--- config.mk ---
export PLATFORM = sky130hd
export DESIGN_NAME = led_progress_ctrl
export DESIGN_NICKNAME = d
export VERILOG_FILES = /design/src/rtl/led_pkg.sv /design/src/rtl/blink_divider.sv /design/src/rtl/led_progress_ctrl.sv
export SDC_FILE = /design/constraint.sdc
export NUM_CORES = 1
export LEC_CHECK = 0
export CAP_MARGIN = 5
export CORE_UTILIZATION = 29
export DETAILED_ROUTE_END_ITERATION = 10
export PLACE_DENSITY = 0.44
export SETUP_SLACK_MARGIN = 0.3
export SLEW_MARGIN = 20
export SYNTH_ARGS = -nofsm -noshare
export SYNTH_HDL_FRONTEND = slang
export SYNTH_HIERARCHICAL = 1
export SYNTH_SLANG_ARGS = --single-unit
--- constraint.sdc ---
create_clock -name clk -period 2.88 [get_ports clk]
set_input_delay 0.576 -clock clk [delete_from_list [all_inputs] [get_ports clk]]
set_output_delay 0.576 -clock clk [all_outputs]
set_load 0.03 [all_outputs]
--- src/rtl/led_pkg.sv ---
// ============================================================================
// Module      : led_pkg
// Description : Shared game-state codes, player indices and LED FSM states.
// Revision    : 1.0 - initial release
// ============================================================================
`default_nettype none

package led_pkg;

  localparam logic [2:0] START   = 3'd3;
  localparam logic [2:0] STORAGE = 3'd4;
  localparam logic [2:0] AVERAGE = 3'd6;

  localparam int PLAYER_A = 1;
  localparam int PLAYER_B = 0;

  typedef enum logic [1:0] {
    S_OFF   = 2'd0,
    S_PROG  = 2'd1,
    S_CELEB = 2'd2,
    S_DONE  = 2'd3
  } led_state_t;

endpackage

`default_nettype wire

--- src/rtl/blink_divider.sv ---
// ============================================================================
// Module      : blink_divider
// Description : Free-running half-period counter with restartable blink phase.
// Revision    : 1.0 - initial release
// ============================================================================
`default_nettype none

module blink_divider #(
  parameter int DIV = 12_500_000
) (
  input  logic clk,
  input  logic rst,
  input  logic restart,
  output logic phase,
  output logic wrap
);

  localparam int            DW       = (DIV > 1) ? $clog2(DIV) : 1;
  localparam logic [DW-1:0] DIV_LAST = DW'(DIV - 1);

  logic [DW-1:0] r_div;
  logic          r_phase;

  assign wrap  = (r_div == DIV_LAST);
  assign phase = r_phase;

  // Restart takes priority over a coincident wrap.
  always_ff @(posedge clk) begin
    if (rst || restart) begin
      r_div   <= '0;
      r_phase <= 1'b1;
    end else if (wrap) begin
      r_div   <= '0;
      r_phase <= ~r_phase;
    end else begin
      r_div   <= r_div + 1'b1;
    end
  end

endmodule

`default_nettype wire

--- src/rtl/led_progress_ctrl.sv ---
// ============================================================================
// Module      : led_progress_ctrl
// Description : N-LED progress bar / blink / celebration driver for the game FSM.
// Revision    : 1.0 - initial release
// ============================================================================
`default_nettype none

module led_progress_ctrl
  import led_pkg::*;
#(
  parameter  int N_LEDS        = 8,
  parameter  int N_PLAYERS     = 2,
  parameter  int ACTIVE_LOW    = 1,
  parameter  int BLINK_DIV     = 12_500_000,
  parameter  int CELEB_TOGGLES = 6,
  localparam int TW            = $clog2(N_LEDS),
  localparam int PW            = (N_PLAYERS > 1) ? $clog2(N_PLAYERS) : 1
) (
  input  logic                      clk,
  input  logic                      rst,
  input  logic [2:0]                machine_state,
  input  logic [PW-1:0]             cur_player,
  input  logic [N_PLAYERS*TW-1:0]   test_turn_flat,
  output logic [N_LEDS-1:0]         led
);

  localparam logic [TW-1:0]     LAST      = TW'(N_LEDS - 1);
  localparam int                FW        = (CELEB_TOGGLES > 1) ? $clog2(CELEB_TOGGLES + 1) : 1;
  localparam logic [FW-1:0]     FLIP_LAST = FW'((CELEB_TOGGLES > 0) ? CELEB_TOGGLES - 1 : 0);
  localparam logic [N_LEDS-1:0] LED_IDLE  = (ACTIVE_LOW != 0) ? {N_LEDS{1'b1}} : {N_LEDS{1'b0}};

  led_state_t        r_state;
  led_state_t        w_state_nxt;
  logic [PW-1:0]     r_prev_player;
  logic [TW-1:0]     r_prev_turn;
  logic [FW-1:0]     r_flips;
  logic [N_LEDS-1:0] r_led;

  logic [TW-1:0]     w_turn_raw;
  logic [TW-1:0]     w_turn;
  logic              w_is_last;
  logic              w_player_chg;
  logic              w_celeb_restart;
  logic              w_restart;
  logic              w_phase;
  logic              w_wrap;
  logic              w_phase_nxt;
  logic [N_LEDS-1:0] w_lit;

  // Out-of-range player indices match no slice and fall back to player 0.
  always_comb begin
    w_turn_raw = test_turn_flat[TW-1:0];
    for (int p = 1; p < N_PLAYERS; p++) begin
      if (cur_player == PW'(p)) begin
        w_turn_raw = test_turn_flat[p*TW +: TW];
      end
    end
  end

  generate
    if ((1 << TW) > N_LEDS) begin : g_sat
      assign w_turn = (w_turn_raw > LAST) ? LAST : w_turn_raw;
    end else begin : g_nosat
      assign w_turn = w_turn_raw;
    end
  endgenerate

  assign w_is_last    = (w_turn == LAST);
  assign w_player_chg = (cur_player != r_prev_player);

  always_comb begin
    w_state_nxt     = S_OFF;
    w_celeb_restart = 1'b0;
    case (machine_state)
      START, STORAGE: w_state_nxt = S_PROG;
      AVERAGE: begin
        if (w_is_last) begin
          case (r_state)
            S_OFF, S_PROG: begin
              w_state_nxt     = S_CELEB;
              w_celeb_restart = 1'b1;
            end
            S_CELEB: begin
              if (w_player_chg) begin
                w_state_nxt     = S_CELEB;
                w_celeb_restart = 1'b1;
              end else if (w_wrap && (r_flips == FLIP_LAST)) begin
                w_state_nxt = S_DONE;
              end else begin
                w_state_nxt = S_CELEB;
              end
            end
            default: begin
              if (w_player_chg) begin
                w_state_nxt     = S_CELEB;
                w_celeb_restart = 1'b1;
              end else begin
                w_state_nxt = S_DONE;
              end
            end
          endcase
        end
      end
      default: w_state_nxt = S_OFF;
    endcase
  end

  assign w_restart = w_celeb_restart ||
                     ((w_state_nxt == S_PROG) &&
                      ((r_state != S_PROG) || (w_turn != r_prev_turn)));

  blink_divider #(
    .DIV (BLINK_DIV)
  ) u_blink (
    .clk     (clk),
    .rst     (rst),
    .restart (w_restart),
    .phase   (w_phase),
    .wrap    (w_wrap)
  );

  // Pattern is built from next-cycle state so led follows inputs by one clock.
  assign w_phase_nxt = w_restart ? 1'b1 : (w_wrap ? ~w_phase : w_phase);

  always_comb begin
    w_lit = '0;
    case (w_state_nxt)
      S_PROG: begin
        for (int i = 0; i < N_LEDS; i++) begin
          if (machine_state == START) begin
            if (i < int'(w_turn)) begin
              w_lit[i] = 1'b1;
            end else if (i == int'(w_turn)) begin
              w_lit[i] = w_phase_nxt;
            end
          end else if (i <= int'(w_turn)) begin
            w_lit[i] = 1'b1;
          end
        end
      end
      S_CELEB: w_lit = {N_LEDS{w_phase_nxt}};
      S_DONE:  w_lit = {N_LEDS{1'b1}};
      default: w_lit = '0;
    endcase
  end

  always_ff @(posedge clk) begin
    if (rst) begin
      r_state       <= S_OFF;
      r_prev_player <= '0;
      r_prev_turn   <= '0;
      r_flips       <= '0;
      r_led         <= LED_IDLE;
    end else begin
      r_state       <= w_state_nxt;
      r_prev_player <= cur_player;
      r_prev_turn   <= w_turn;
      if ((w_state_nxt != S_CELEB) || w_celeb_restart) begin
        r_flips <= '0;
      end else if (w_wrap) begin
        r_flips <= r_flips + 1'b1;
      end
      r_led <= (ACTIVE_LOW != 0) ? ~w_lit : w_lit;
    end
  end

  assign led = r_led;

endmodule

`default_nettype wire

# --- Word level (Yosys, flattened, before mapping) ---
# Cells that the tools add are included.
classes:
  addsub: 2
  n_lt_le_gt_ge: 14
  n_eq_ne: 22
  n_mux: 44
  bitwise_logic: 2
  reduce_logical: 12
op_table:
  columns: ["operator", "count"]
  rows:
  - ["two-way mux 1 bit", 39]
  - ["adder 24 x 1 -> 24 bit, second input constant", 1]
  - ["== test 24 bit, second input constant", 1]
  - ["one-hot mux 8 bit (3 select lines)", 1]
  - ["== test 3 bit, first input constant", 4]
  - ["== test 3 bit, second input constant", 4]
  - ["less-or-equal comparator 3 bit, first input constant", 4]
  - ["< comparator 3 bit, first input constant", 3]
  - ["NOT 8 bit", 1]
  - ["OR reduction 2 bit", 4]
  - ["== test 2 bit, second input constant", 3]
  - ["== test 2 x 3 -> 1 bit, first input constant", 2]
  - ["less-or-equal comparator 2 x 3 -> 1 bit, first input constant", 2]
  - ["< comparator 1 x 3 -> 1 bit, first input constant", 2]
  - ["< comparator 2 x 3 -> 1 bit, first input constant", 2]
  - ["== test 2 x 1 -> 1 bit, second input constant", 2]
  - ["logical OR 1 bit", 4]
  - ["one-hot mux 2 bit (2 select lines)", 1]
  - ["adder 3 x 1 -> 3 bit, second input constant", 1]
  - ["== test 1 x 3 -> 1 bit, first input constant", 1]
  - ["== test 3 x 2 -> 1 bit, second input constant", 1]
  - ["less-or-equal comparator 1 x 3 -> 1 bit, first input constant", 1]
  - ["zero test 3 bit", 1]
  - ["two-way mux 3 bit", 1]
  - ["other kinds (9)", 10]
word_totals:
  ff_bits: 42
  input_bits: 12
  output_inout_bits: 8
  elab_cells: 103

# --- Depth between registers and ports, before layout ---
# Gate-level depths: netlist of run 1.
logic_depth:
  word_depth: 16
  ltp_mapped: 13
  mapped_depth_nobuf: 11

# --- Hierarchy ---
# The synthesis of run 1 kept the hierarchy.
by_module_without_submodules:
  columns: ["mod", "n_inst", "cells_per_inst", "area_per_inst_um2", "seq_area_each_um2"]
  rows:
  - ["blink_divider", 1, 136, 1241.2, 500.5]
  - ["led_progress_ctrl", 1, 88, 894.6, 340.3]

# --- Worst setup path after synthesis of run 1 ---
# OpenSTA, ideal clock, no wires.
synth_timing:
  kind: "register to register"
  startpoint: "register u_blink.r_div[8]"
  endpoint: "register u_blink.r_div[10]"
  setup_time_ns: 0.117
  arrival_ns: 2.511
  required_time_ns: 2.763
  slack_ns: 0.252
  path_stages_with_launch: 14
  n_path_buf: 3
  synth_period_minus_slack_ns: 2.628
  cell_sequence: "dfxtp_1 -> buf_4 -> nor4_1 -> nand4_1 -> nor2_1 -> clkbuf_1 -> a31oi_1 -> o31a_1 -> o21ai_0 -> o211a_1 -> nor2_1 -> o21ai_2 -> buf_2 -> nor2_1"
synth_between:
  elab_chain_len: 12
  elab_cells_between_ends: 13
  classes_between: "1 x add/sub; 2 x eq/ne; 5 x mux; 5 x reduce/logical"
synth_lines:
  columns: ["item", "line", "text"]
  rows:
  - ["start: declaration", "blink_divider.sv:21", "logic [DW-1:0] r_div;"]
  - ["start signal: assignment", "blink_divider.sv:36", "r_div <= r_div + 1'b1;"]
  - ["== test 24 bit", "blink_divider.sv:24", "assign wrap = (r_div == DIV_LAST);"]
  - ["net w_wrap", "led_progress_ctrl.sv:46", "logic w_wrap;"]
  - ["logical AND 1 bit", "led_progress_ctrl.sv:87", "end else if (w_wrap && (r_flips == FLIP_LAST)) begin"]
  - ["two-way mux 1 bit", "led_progress_ctrl.sv:87", null]
  - ["two-way mux 1 bit", "led_progress_ctrl.sv:84", "if (w_player_chg) begin"]
  - ["one-hot mux 1 bit (2 select lines)", "led_progress_ctrl.sv:78", "case (r_state)"]
  - ["two-way mux 2 bit", "led_progress_ctrl.sv:77", "if (w_is_last) begin"]
  - ["one-hot mux 2 bit (2 select lines)", "led_progress_ctrl.sv:74", "case (machine_state)"]
  - ["== test 2 x 1 -> 1 bit", "led_progress_ctrl.sv:109", "((w_state_nxt == S_PROG) &&"]
  - ["logical AND 1 bit", "led_progress_ctrl.sv:109", null]
  - ["logical OR 1 bit", "led_progress_ctrl.sv:108", "assign w_restart = w_celeb_restart ||"]
  - ["net w_restart", "led_progress_ctrl.sv:44", "logic w_restart;"]
  - ["logical OR 1 bit", "blink_divider.sv:29", "if (rst || restart) begin"]
  - ["OR reduction 2 bit (no line)", null, null]
# The timed path passes the listed nets, and every way through them passes these cells.
# A chain may end at the register's enable or synchronous reset.

# --- Final worst setup path of run 1 ---
layout_timing:
  startpoint: "input test_turn_flat[2]"
  endpoint: "register u_blink.r_div[15]"
layout_between:
  elab_chain_len: 9
  elab_cells_between_ends: 13
  classes_between: "3 x eq/ne; 5 x mux; 5 x reduce/logical"
layout_lines:
  columns: ["item", "line", "text"]
  rows:
  - ["start: declaration", "led_progress_ctrl.sv:23", "input logic [N_PLAYERS*TW-1:0] test_turn_flat,"]
  - ["two-way mux 3 bit *", "led_progress_ctrl.sv:54", "if (cur_player == PW'(p)) begin"]
  - ["== test 3 bit", "led_progress_ctrl.sv:68", "assign w_is_last = (w_turn == LAST);"]
  - ["two-way mux 2 bit", "led_progress_ctrl.sv:77", null]
  - ["one-hot mux 2 bit (2 select lines)", "led_progress_ctrl.sv:74", null]
  - ["== test 2 x 1 -> 1 bit", "led_progress_ctrl.sv:109", null]
  - ["logical AND 1 bit", "led_progress_ctrl.sv:109", null]
  - ["logical OR 1 bit *", "led_progress_ctrl.sv:108", null]
  - ["net w_restart", "led_progress_ctrl.sv:44", null]
  - ["logical OR 1 bit *", "blink_divider.sv:29", null]
  - ["OR reduction 2 bit (no line) *", null, null]
# The timed path passes the listed nets; every way through them passes the cells marked *.

==> results of run 1 <==
## registers in the layout (all words and copies together) (netlist names)
register	cells
led	8
r_flips	3
r_prev_player	1
r_prev_turn	3
r_state	2
u_blink/phase	1
u_blink/r_div	24
## cell families (layout without fill, tap and decap cells)
family	Yosys count	after routing
buffers and inverters	11	55
flip-flops	42	42
AND/OR/NAND/NOR	99	99
XOR/XNOR	17	17
multiplexers	6	6
AO/OA/AOI/OAI	46	46
adder cells (fa/ha/maj)	3	3
## routing by layer
layer	vias to the layer above	GRT usage, %
met3	7	2.83
met1	824	16.3
met2	19	23.0
met5	-	0
li1	930	-
met4	0	4.92
## cells in the final DEF, fill, tap and decap left out, types with 3 or more instances in the layout
master           netlist  layout
clkdlybuf4s50_1        0      17
clkbuf_8               0       5
nor2_1                25      23
or3_1                  6       6
or4_1                  8       8
o31ai_1                8       8
mux2_2                 3       3
and3_1                 4       4
o21ai_0                8       8
inv_1                  4       4
and4_4                 3       3
nor4_1                 4       3
buf_4                  1      23
nand4_1                5       5
a21oi_1               13      13
xnor2_1                8       8
a21oi_2                3       3
xor2_1                 9       9
dfxtp_1               42      41
nand3_1               11      10
nand2_1               11      11
## worst paths after layout
check / startpoint / end / slack (ns) / cells past startpoint
worst max-delay path: test_turn_flat[2] / u_blink/r_div[15]$_SDFF_PP0_ / 0.42 / 10
worst min-delay path: u_blink/r_div[0]$_SDFF_PP0_ / u_blink/r_div[0]$_SDFF_PP0_ / 0.44 / 1
worst max register to register: u_blink/r_div[7]$_SDFF_PP0_ / led[1]$_SDFF_PP1_ / 0.48 / 8
worst min register to register: u_blink/r_div[0]$_SDFF_PP0_ / u_blink/r_div[0]$_SDFF_PP0_ / 0.44 / 1
## stage by stage
stage	std cells	power, mW	instance area [um^2]
after floorplan	224	0.685	2140
after global placement	356	0.752	2580
after detailed placement	356	0.749	2580
after CTS	364	1.21	2700
after global routing	364	1.25	2730
final	364	1.19	2730
## power by group
part	internal (mW)	switching [mW]	total (mW)
clock	0.255	0.199	0.454
sequential	0.593	0.00694	0.600
combinational	0.0683	0.0664	0.135
## worst reg2reg max path, delay by kind of cell (launching register included)
| kind | cells | cell delay [ns] |
|---|---|---|
| AND/OR/NAND/NOR | 5 | 1.41 |
| AO/OA/AOI/OAI | 2 | 0.47 |
| flip-flops | 1 | 0.34 |
| XOR/XNOR | 1 | 0.13 |
## layout make-up
cell class              count  area share [%]
clock buffers               5            2.52
clock inverters             3            1.47
inverters                   4           0.550
multi-input cells         171            46.1
flip-flops and latches     42            30.9
well taps                  96            4.40
repair buffers             43            14.1
## what timing repair did
action                                  in CTS  in global routing
gates resized for setup                      3                  7
setup buffers                                0                  0
endpoints found under the setup margin      29                 29
pin swaps                                    0                  1
==> impl_metrics.yaml, run 1 <==
cts:
  clkTransAtPathRegs_ns: 0.08
  cts_max_path_buffers: 2
  cts-buffers-inserted: 5
  cts_tree: "yes"
  root_buffer: "clkbuf_8"
  cts_sinks: 42
  clk_latency_ns: 0.29
  postCtsHoldBufs: 0
  htreeDepth: 2
final_layout:
  regArea_um2: 842
  multi_input_area_mm2: 0.00126
  fin_util_pct: 39.3
  nNetsFinal: 282
  area_growth_pct: 27.8
  final_layout_size_suffix_gt1_share_pct: 24.6
  num_antenna_cells: 0
  fillCellCount: 707
setup_path:
  crit_type: "input port to register"
  required_ns: 3.10
  critPathLaunchType: "input port"
  path_delay_family: "simple AND/OR/NAND/NOR gates"
  cpMostUsedCell: "a21oi_1"
  crit_chain: "clkdlybuf4s50_1 -> mux2i_4 -> or4b_4 -> nor2_1 -> a21oi_1 -> o211a_1 -> nor2_2 -> o21ai_2 -> buf_12 -> a21oi_1"
  cp_slowest_stage_delay_ns: 0.55
  crit_buf_inv: 2
  path_max_fanout: 19
  crit_slowest_cell: "or4b_4"
  endpoint_kind: "register"
  worstPathArrival_ns: 2.69
drt:
  drtIter0Drc: 47
  met2WireLength_um: 2230
  wl_per_cell_um: 12.6
  drt-pass1-iter-count: 4
  wl_met3_um: 157
  drt-total-wl_um: 4590
  ant_nets: 0
  via_per_inst: 4.89
  drc: 0
  vias: 1780
  routed.top_layer: "met4"
  wl_met1_um: 2140
floorplanning:
  die_w_um: 87.8
  ios: 20
  fp.dieArea_mm2: 0.00771
  die_h_um: 87.8
  fp-row-count: 30
  core_area_mm2: 0.00694
  initial_core_util_pct: 30.8
global_routing:
  grt_max_degree: 20
  track_usage_pct: 13.3
  grt_pass1_vias: 1713
  overflow: 0
  antenna_found_initial: 0
  grt_pass1_wl_um: 7970
timing:
  hold_slack_ns: 0.438
  relSlewSlack_pct: 74.5
  post-route-period-util_pct: 85.6
  fin_skew_ns: 0.00246
  period_minus_slack_ns: 2.46
  setup_violations: 0
  fin_setup_tns_ns: 0
  fin_ws_ns: 0.416
  maxSlewViolCount: 0
  worst_pin_slew_ns: 0.382
  rsz0062_at_grt: "yes"
  clock.fmax_mhz: 406
  hold_viol_final: 0
pwr:
  worst_ir_drop_vdd_uv: 243
  powerDensity_mw_per_mm2: 436
  power_leakage_nw: 0.941
logic_synthesis:
  synth_nets: 239
  synth_area_leaders: "dfxtp_1, nor2_1, xor2_1, xnor2_1, a21oi_1"
  synth.largest_area_cell: "dfxtp_1"
  synth-adder-area-share_pct: 1.76
  synth_compound_gate_area_share_pct: 15.6
  async_reset_ff_share_pct: 0
  syn_area_mm2: 0.00214
  netlist.area_leader.share_pct: 39.4
  synth-edff-count: 0
  synth_mux_area_share_pct: 3.75
  yosys.cell_count.top_type: "dfxtp_1"
  yosysSeqAreaShare_pct: 39.4
  syn_avg_cell_area_um2: 9.53
  synth-simple-area-share_pct: 29.3
  ys.warnings.count: 6
  synth_top_family_by_area: "simple AND/OR/NAND/NOR gates"
  synth-xor-area-share_pct: 6.97
  ys_ff_latch: 42
  syn_inst: 224
  ys.flop_type: "dfxtp_1"
  yosys-top-cells-count: "dfxtp_1, nor2_1, a21oi_1"
  ys_types: 56
worst_hold_path:
  hp-class: "register to register"
place:
  port_buffers: 19
  place_worst_setup_slack_ns: -0.0634
  dp_hpwl_um: 3450
  place_congestion: 0.735
outcome:
  status: "completed"
run:
  drv_cap: 0
(Power assumes the default switching activity.)
==> run 2, diff against run 1 <==
--- a/config.mk
+++ b/config.mk
@@ -13,5 +13,4 @@
 export SLEW_MARGIN = 20
 export SYNTH_ARGS = -nofsm -noshare
 export SYNTH_HDL_FRONTEND = slang
-export SYNTH_HIERARCHICAL = 1
 export SYNTH_SLANG_ARGS = --single-unit
==> impl_metrics.yaml, run 2 <==
drt:
  drt-total-wl_um: 4010
  drt-pass1-iter-count: 4
  via_per_inst: 4.79
  drtIter0Drc: 47
  wl_per_cell_um: 12.2
  ant_nets: 0
  drc: 0
  vias: 1576
setup_path:
  path_delay_family: "simple AND/OR/NAND/NOR gates"
  cp_slowest_stage_delay_ns: 0.57
  crit_type: "input port to register"
  endpoint_kind: "register"
  worst_r2r_endpoint: "led[2]$_SDFF_PP1_"
  worst-path-stages: 6
  rrSetupSlack_ns: 0.54
  r2r_start: "u_blink.r_div[7]$_SDFF_PP0_"
  path_max_fanout: 5
  crit_start: "cur_player"
  required_ns: 3.09
  critPathCapture: "r_flips[1]$_SDFFE_PP0P_"
  reg2regPathDepth: 6
  crit_slowest_cell: "clkdlybuf4s50_1"
  crit_buf_inv: 1
  crit_chain: "clkdlybuf4s50_1 -> and4b_1 -> or2_1 -> a41o_1 -> or4b_1 -> a211oi_1"
  worstPathArrival_ns: 2.62
  critPathLaunchType: "input port"
global_routing:
  grt_pass1_vias: 1565
  overflow: 0
  grt_max_degree: 16
  antenna_found_initial: 0
  grt_pass1_wl_um: 7170
  track_usage_pct: 12.6
floorplanning:
  ios: 20
  die_w_um: 85.2
  fp-row-count: 29
  core_area_mm2: 0.00653
  initial_core_util_pct: 30.8
  fp.dieArea_mm2: 0.00727
  die_h_um: 85.2
cts:
  cts_max_path_buffers: 2
  clk_latency_ns: 0.30
  cts_tree: "yes"
  htreeDepth: 2
  cts-buffers-inserted: 5
  clkTransAtPathRegs_ns: 0.08
  cts_sinks: 42
  root_buffer: "clkbuf_8"
logic_synthesis:
  ys.flop_type: "dfxtp_1"
  synth.largest_area_cell: "dfxtp_1"
  yosys-top-cells-count: "dfxtp_1, nor2_1, nand2_1"
  yosysSeqAreaShare_pct: 41.8
  syn_area_mm2: 0.00201
  syn_inst: 214
  syn_avg_cell_area_um2: 9.39
  synth_area_leaders: "dfxtp_1, xnor2_1, xor2_1, nor2_1, nand2_1"
  synth_nets: 229
  ys_ff_latch: 42
  synth-edff-count: 0
  async_reset_ff_share_pct: 0
  netlist.area_leader.share_pct: 41.8
  ys_types: 47
  yosys.cell_count.top_type: "dfxtp_1"
  ys.warnings.count: 0
timing:
  fin_skew_ns: 0.0104
  setup_violations: 0
  rsz0062_at_grt: "no"
  clock.fmax_mhz: 415
  hold_slack_ns: 0.466
  post-route-period-util_pct: 83.7
  period_minus_slack_ns: 2.41
  maxSlewViolCount: 0
  relSlewSlack_pct: 66.3
  hold_viol_final: 0
  worst_pin_slew_ns: 0.501
  fin_setup_tns_ns: 0
final_layout:
  top_register: "u_blink.r_div"
  final_cell_area_mm2: 0.00249
  nNetsFinal: 266
  layout_commonest_cell: "dfxtp_1"
  area_growth_pct: 23.8
  num_antenna_cells: 0
  final_cell_mix: "dfxtp_1, nor2_1, clkdlybuf4s50_1"
  largest_reg_flops: 24
  final_layout_size_suffix_gt1_share_pct: 17.9
  fin_util_pct: 38.1
  fillCellCount: 693
pwr:
  worst_ir_drop_vdd_uv: 194
  power_mw: 1.19
  power_leakage_nw: 0.878
  powerDensity_mw_per_mm2: 479
place:
  place_congestion: 0.742
  port_buffers: 19
  dpl_cell_area_mm2: 0.00237
  dp_hpwl_um: 3070
worst_hold_path:
  hp-class: "register to register"
outcome:
  status: "completed"
run:
  drv_cap: 0
-- run 2: cell types whose count changed after synthesis, moves of 4 or more --
cell	change
nor2_2	+10
a21oi_1	-9
o31ai_1	-8
o21ai_0	-7
or4_1	-7
xnor2_1	+7
nand2_1	+6
or3_1	-6
xor2_1	+5
and2_1	+4
-- run 2: power by group --
group | switching (mW) | internal [mW] | leakage (nW) | total (mW)
Clock | 0.214 | 0.260 | 0.0585 | 0.474
Sequential | 0.00592 | 0.593 | 0.341 | 0.599
Combinational | 0.0625 | 0.0568 | 0.478 | 0.119
-- run 2: how the worst min path moves through the flow --
stage               cells past startpoint  slack (ns)                   startpoint                           to
floorplan                               1        0.43  u_blink.r_div[0]$_SDFF_PP0_  u_blink.r_div[0]$_SDFF_PP0_
global placement                        1        0.44  u_blink.r_div[0]$_SDFF_PP0_  u_blink.r_div[0]$_SDFF_PP0_
detailed placement                      1        0.45  u_blink.r_div[0]$_SDFF_PP0_  u_blink.r_div[0]$_SDFF_PP0_
CTS                                     1        0.47  u_blink.r_div[0]$_SDFF_PP0_  u_blink.r_div[0]$_SDFF_PP0_
global route                            1        0.49  u_blink.r_div[0]$_SDFF_PP0_  u_blink.r_div[0]$_SDFF_PP0_
finish                                  1        0.47  u_blink.r_div[0]$_SDFF_PP0_  u_blink.r_div[0]$_SDFF_PP0_
-- run 2: what timing repair did --
| item | 4_1_cts | 5_1_grt |
|---|---|---|
| setup buffers | 0 | 0 |
| endpoints found under the setup margin | 0 | 6 |
| resized for setup | 0 | 2 |
| hold buffers | 0 | 0 |
-- run 2: cells by family (layout without fill, tap and decap cells) --
family	count (synthesis)	count (layout)	share of synthesized area, %
xor gates and xnor gates	29	29	12.6
DFF	42	42	41.8
muxes	3	3	1.87
and+or+nand+nor	107	107	30.0
buffers and inverters	6	44	2.24
AOI/OAI and AO/OA	24	24	9.59
adders and majority gates	3	3	1.87
-- run 2: layer usage --
metal / global-route usage, % / vias up / routed length [um]
met3: 4.47 / 2 / 166
met2: 18.8 / 23 / 1650
met5: 0 / - / 0
met4: 4.47 / 0 / 42
li1: - / 832 / -
met1: 16.8 / 719 / 2150
-- run 2: stage by stage --
stage	worst slack, ns	instances
floorplan	0.621	214
global placement	0.102	321
CTS	0.424	329
global route	0.317	329
finish	0.468	329
detailed placement	0.100	321
-- run 2: area by class of cell --
type                            instances  area (um^2)  area share, %
Clock buffer                            5         68.8           2.77
Clock inverter                          3         43.8           1.76
Inverter                                3         11.3          0.452
Multi-Input combinational cell        166         1130           45.5
Sequential cell                        42          841           33.8
Tap cell                               77         96.3           3.87
Timing Repair Buffer                   33          295           11.9
==> patch 1: new RTL, config.mk and constraints of run 1 <==
Set the parameter `BLINK_DIV` to 3_125_000 (it was 12_500_000).
--- a/src/rtl/led_progress_ctrl.sv
+++ b/src/rtl/led_progress_ctrl.sv
@@ -13,3 +13,3 @@
   parameter  int ACTIVE_LOW    = 1,
-  parameter  int BLINK_DIV     = 12_500_000,
+  parameter  int BLINK_DIV     = 3_125_000,
   parameter  int CELEB_TOGGLES = 6,
Check against the original RTL: same outputs for any inputs over 10 cycles, from zero or initial values and one cycle with rst high; that may be too few to reach the edited logic, so the function may still have changed.
==> patch 1 against run 1 <==
  * Power fell by 5.6%
  * Worst setup slack worse by 65 ps
  * Sequential share of layout area rose by 0.60 points
  * Routed wire length down 5.6%
  * Core utilization rose by 1.1 points
  * Sequential cell count down 2
  * Sequential power down 4.3%
  * Design area is 5.5% lower
  * Die area shrank 9.1%
  * Area after synthesis fell by 9.3%
  * Via count decreased by 8.5%
  * Non-clock buffer count is 1 higher
  * Critical path type unchanged
  * Largest cell class unchanged
  * Largest power group unchanged
==> patch 1: results (changes against run 1) <==
.. list-table::
   :header-rows: 1

   * - Metric
     - Value
   * - Via density per instance
     - 4.860 (-0.62%)
   * - Count of distinct cell types in the synthesized netlist
     - 49 (-13%)
   * - Share of cells above drive strength 1
     - 23.26% (-1.4 points)
   * - Setup Skew
     - 6.157 ps (+3.692 ps)
   * - Post-route non-filler standard cell count
     - 335 (-8.0%)
   * - Post-place instance area
     - 2376 um2 (-8.1%)
   * - N_diodes
     - 0 (unchanged)
   * - Number of buffers inserted to repair setup after CTS
     - 1 (+1)
   * - Outcome
     - complete, no violations
   * - Fraction of met2 tracks used by global routing
     - 20.18% (-2.8 points)
   * - Crit path DAT
     - 2750 ps (+60 ps)
   * - Flip-flop count of the largest register after layout
     - 22 (-8.3%)
   * - Worst-case setup slack after placement
     - -70.89 ps (-7.530 ps)
   * - Leakage component of the power
     - 0.0008615 uW (-8.4%)
   * - Leading cell types by count after synthesis
     - sky130_fd_sc_hd__dfxtp_1 (40), sky130_fd_sc_hd__nor2_1 (29), sky130_fd_sc_hd__nand2_1 (15), sky130_fd_sc_hd__xnor2_1 (15), sky130_fd_sc_hd__a21oi_1 (10)
   * - Final Wtd Congestion
     - 0.7412 (+0.80%)
   * - Cell Pwr Density
     - 435.5 nW/um2 (about the same)
   * - DR iter-0 viols
     - 58 (+23%)
   * - Worst ir drop on vdd
     - 0.2555 mV (+5.1%)
   * - Met3 layer wire length in the routed design
     - 94 um (-40%)
   * - Metal1 wirelength
     - 2309 um (+7.9%)
   * - Fin nets
     - 273 (-3.2%)
   * - Detailed-placement wirelength estimate
     - 3223 um (-6.5%)
   * - Routed len/inst
     - 12.94 um (+2.5%)
   * - Maximum fanout count along the critical path
     - 7 (-12)
   * - First-pass GRT wire length
     - 7458 um (-6.4%)
   * - Sequential cell area fraction in the yosys report
     - 41.34% (+2.0 points)
   * - Maximum number of pins on one net before global-route repair
     - 16 (-20%)
   * - Dominant cells by area after synthesis
     - sky130_fd_sc_hd__dfxtp_1 (41%), sky130_fd_sc_hd__xnor2_1 (6.8%), sky130_fd_sc_hd__nor2_1 (5.6%)
   * - GR Layer Usage met3
     - 2.967% (+0.14 points)
   * - Slew at the pin closest to its max-slew limit
     - 403.9 ps (+21.89 ps)
   * - Fill cell total of the finished layout
     - 658 (-6.9%)
   * - # placed instances
     - 325 (-8.7%)
   * - Total global routing track utilization
     - 13.22% (-0.11 points)
   * - Met1 Usage GRT
     - 18.64% (+2.4 points)
[patch 1: layout make-up]
class	instances	share of cell area [%]
Clock buffer	7	3.738
Inverter	5	0.7282
Multi-Input combinational cell	162	44.22
Sequential cell	40	31.46
Tap cell	77	3.738
Timing Repair Buffer	44	16.12
[patch 1: worst paths after layout]
check,startpoint,end,slack (ps),cells past startpoint
hold / removal,u_blink/r_div[0],u_blink/r_div[0],470,1
setup reg to reg,u_blink/r_div[0],led[1],430,10
setup / recovery,test_turn_flat[1],u_blink/r_div[21],350,10
hold reg to reg,u_blink/r_div[0],u_blink/r_div[0],470,1
[patch 1: cell families after synthesis]
family | count (synthesis) | share of synthesized area, %
mux | 6 | 4.134
simple gates | 97 | 27.45
flops | 40 | 41.34
xor+xnor | 20 | 9.044
buf+inv | 11 | 2.713
compound gates | 36 | 13.37
fa+ha+maj | 3 | 1.938
[patch 1: report_power, final]
part | switching, uW | internal, uW
Sequential | 8.73 | 565
Clock | 188 | 213
Combinational | 69.8 | 77.4
Total | 266 | 856
==> patch 2: new RTL, flow settings as in run 1 <==
Made on the original files. Re-encode `led_state_t` (4 states) as one-hot, 4 bits wide.
--- a/src/rtl/led_pkg.sv
+++ b/src/rtl/led_pkg.sv
@@ -16,7 +16,7 @@
 
-  typedef enum logic [1:0] {
-    S_OFF   = 2'd0,
-    S_PROG  = 2'd1,
-    S_CELEB = 2'd2,
-    S_DONE  = 2'd3
+  typedef enum logic [3:0] {
+    S_OFF   = 4'b0001,
+    S_PROG  = 4'b0010,
+    S_CELEB = 4'b0100,
+    S_DONE  = 4'b1000
   } led_state_t;
Function: same outputs for any inputs over 10 cycles, from zero or initial values and one cycle with rst high; not proved beyond that.
==> patch 2 against run 1 <==
  * Routed wire length increased by 1.6%
  * Highest routed layer unchanged
  * Worst setup slack better by 46 ps
  * Core utilization down 2.5 points
  * Design area shrank 1.8%
  * Hold slack improved by 35 ps
  * Area after synthesis rose by 2.5%
  * Clock power rose by 15%
  * Power is 6.1% higher
  * Sequential cell count is 2 higher
==> patch 2: results (changes against run 1) <==
.. list-table::
   :header-rows: 1

   * - Metric
     - Value
   * - Metal1 wirelength
     - 2470 um (+15%)
   * - # resized after CTS
     - 0 (-3)
   * - Endpoint of the most critical register-to-register path
     - led[5]
   * - GR Layer Usage met3
     - 2.799% (-0.029 points)
   * - Share of the synthesized area in compound gates (AO/OA/AOI/OAI)
     - 14.24% (-1.3 points)
   * - Crit path DAT
     - 2640 ps (-50 ps)
   * - Slowest cell on the critical path
     - sky130_fd_sc_hd__clkdlybuf4s50_1
   * - Relative area of non-clock buffer cells in the final design
     - 10.64% (-3.4 points)
   * - Launching instance or port of the critical path
     - cur_player
   * - Leakage component of the power
     - 0.0008977 uW (-4.6%)
   * - Final Wtd Congestion
     - 0.7070 (-3.8%)
   * - Area occupied by registers
     - 880.8 um2 (+4.6%)
   * - Outcome
     - complete, no violations
   * - Detailed-placement wirelength estimate
     - 3372 um (-2.2%)
   * - Met1 Usage GRT
     - 18.20% (+1.9 points)
   * - Power of the clock network
     - 520 uW (+15%)
   * - Post-place instance area
     - 2547 um2 (-1.5%)
   * - Maximum fanout count along the critical path
     - 24 (+5)
   * - Post-synthesis share of cell area spent on xor and xnor gates
     - 7.204% (+0.23 points)
   * - Register-to-register setup slack
     - 620 ps (+140 ps)
   * - Non-clock inverter count in the final layout
     - 5 (+1)
   * - Count of multi-input combinational gates
     - 187 (+9.4%)
   * - Crit Reg-Reg Startpoint
     - u_blink/r_div[0]
   * - Count of clock buffers in the final design
     - 7 (+2)
   * - Multiplexer area fraction after synthesis
     - 1.887% (-1.9 points)
   * - Area fraction of clock buffers and clock inverters
     - 4.715% (+0.73 points)
   * - Sequential cell area fraction in the yosys report
     - 40.25% (+0.88 points)
   * - Switching component of the power
     - 280.6 uW (+3.1%)
   * - Final Hold Slack
     - 473.0 ps (+35.01 ps)
   * - Logic pwr share
     - 9.3% (-2.0 points)
   * - Mapped cell area
     - 2188 um2 (+2.5%)
   * - Total global routing track utilization
     - 12.67% (-0.66 points)
   * - Maximum number of pins on one net before global-route repair
     - 25 (+25%)
   * - Worst ir drop on vdd
     - 0.2015 mV (-17%)
   * - Count of flip-flops and latches
     - 44 (+4.8%)
   * - Area used by multi-input combinational logic
     - 1245 um2 (-1.1%)
   * - Critical path's largest stage delay
     - 680 ps (+130 ps)
   * - Fin nets
     - 288 (+2.1%)
   * - CP top delay family
     - buffers and inverters
   * - Last element of the critical path
     - u_blink/r_div[21]
-- patch 2: changes by cell type in the layout (fill, tap and decap cells not counted), moves of 3 or more --
cell,run 1,this run
sky130_fd_sc_hd__mux2_2,3,0
sky130_fd_sc_hd__a31oi_1,2,5
sky130_fd_sc_hd__dfxtp_1,41,44
sky130_fd_sc_hd__buf_4,23,10
sky130_fd_sc_hd__nor2_1,23,31
sky130_fd_sc_hd__nand2_1,11,14
sky130_fd_sc_hd__nor4b_1,0,3
sky130_fd_sc_hd__and2_1,0,4
sky130_fd_sc_hd__nor3_1,2,6
-- patch 2: through the flow --
stage | power, uW | cells | worst slack [ps]
6_report | 1261 | 373 | 462.2
2_1_floorplan | 699.9 | 242 | 666.2
5_1_grt | 1316 | 373 | 301.3
4_1_cts | 1281 | 373 | 451.0
3_3_place_gp | 758.0 | 365 | 148.7
3_5_place_dp | 756.4 | 365 | 132.1
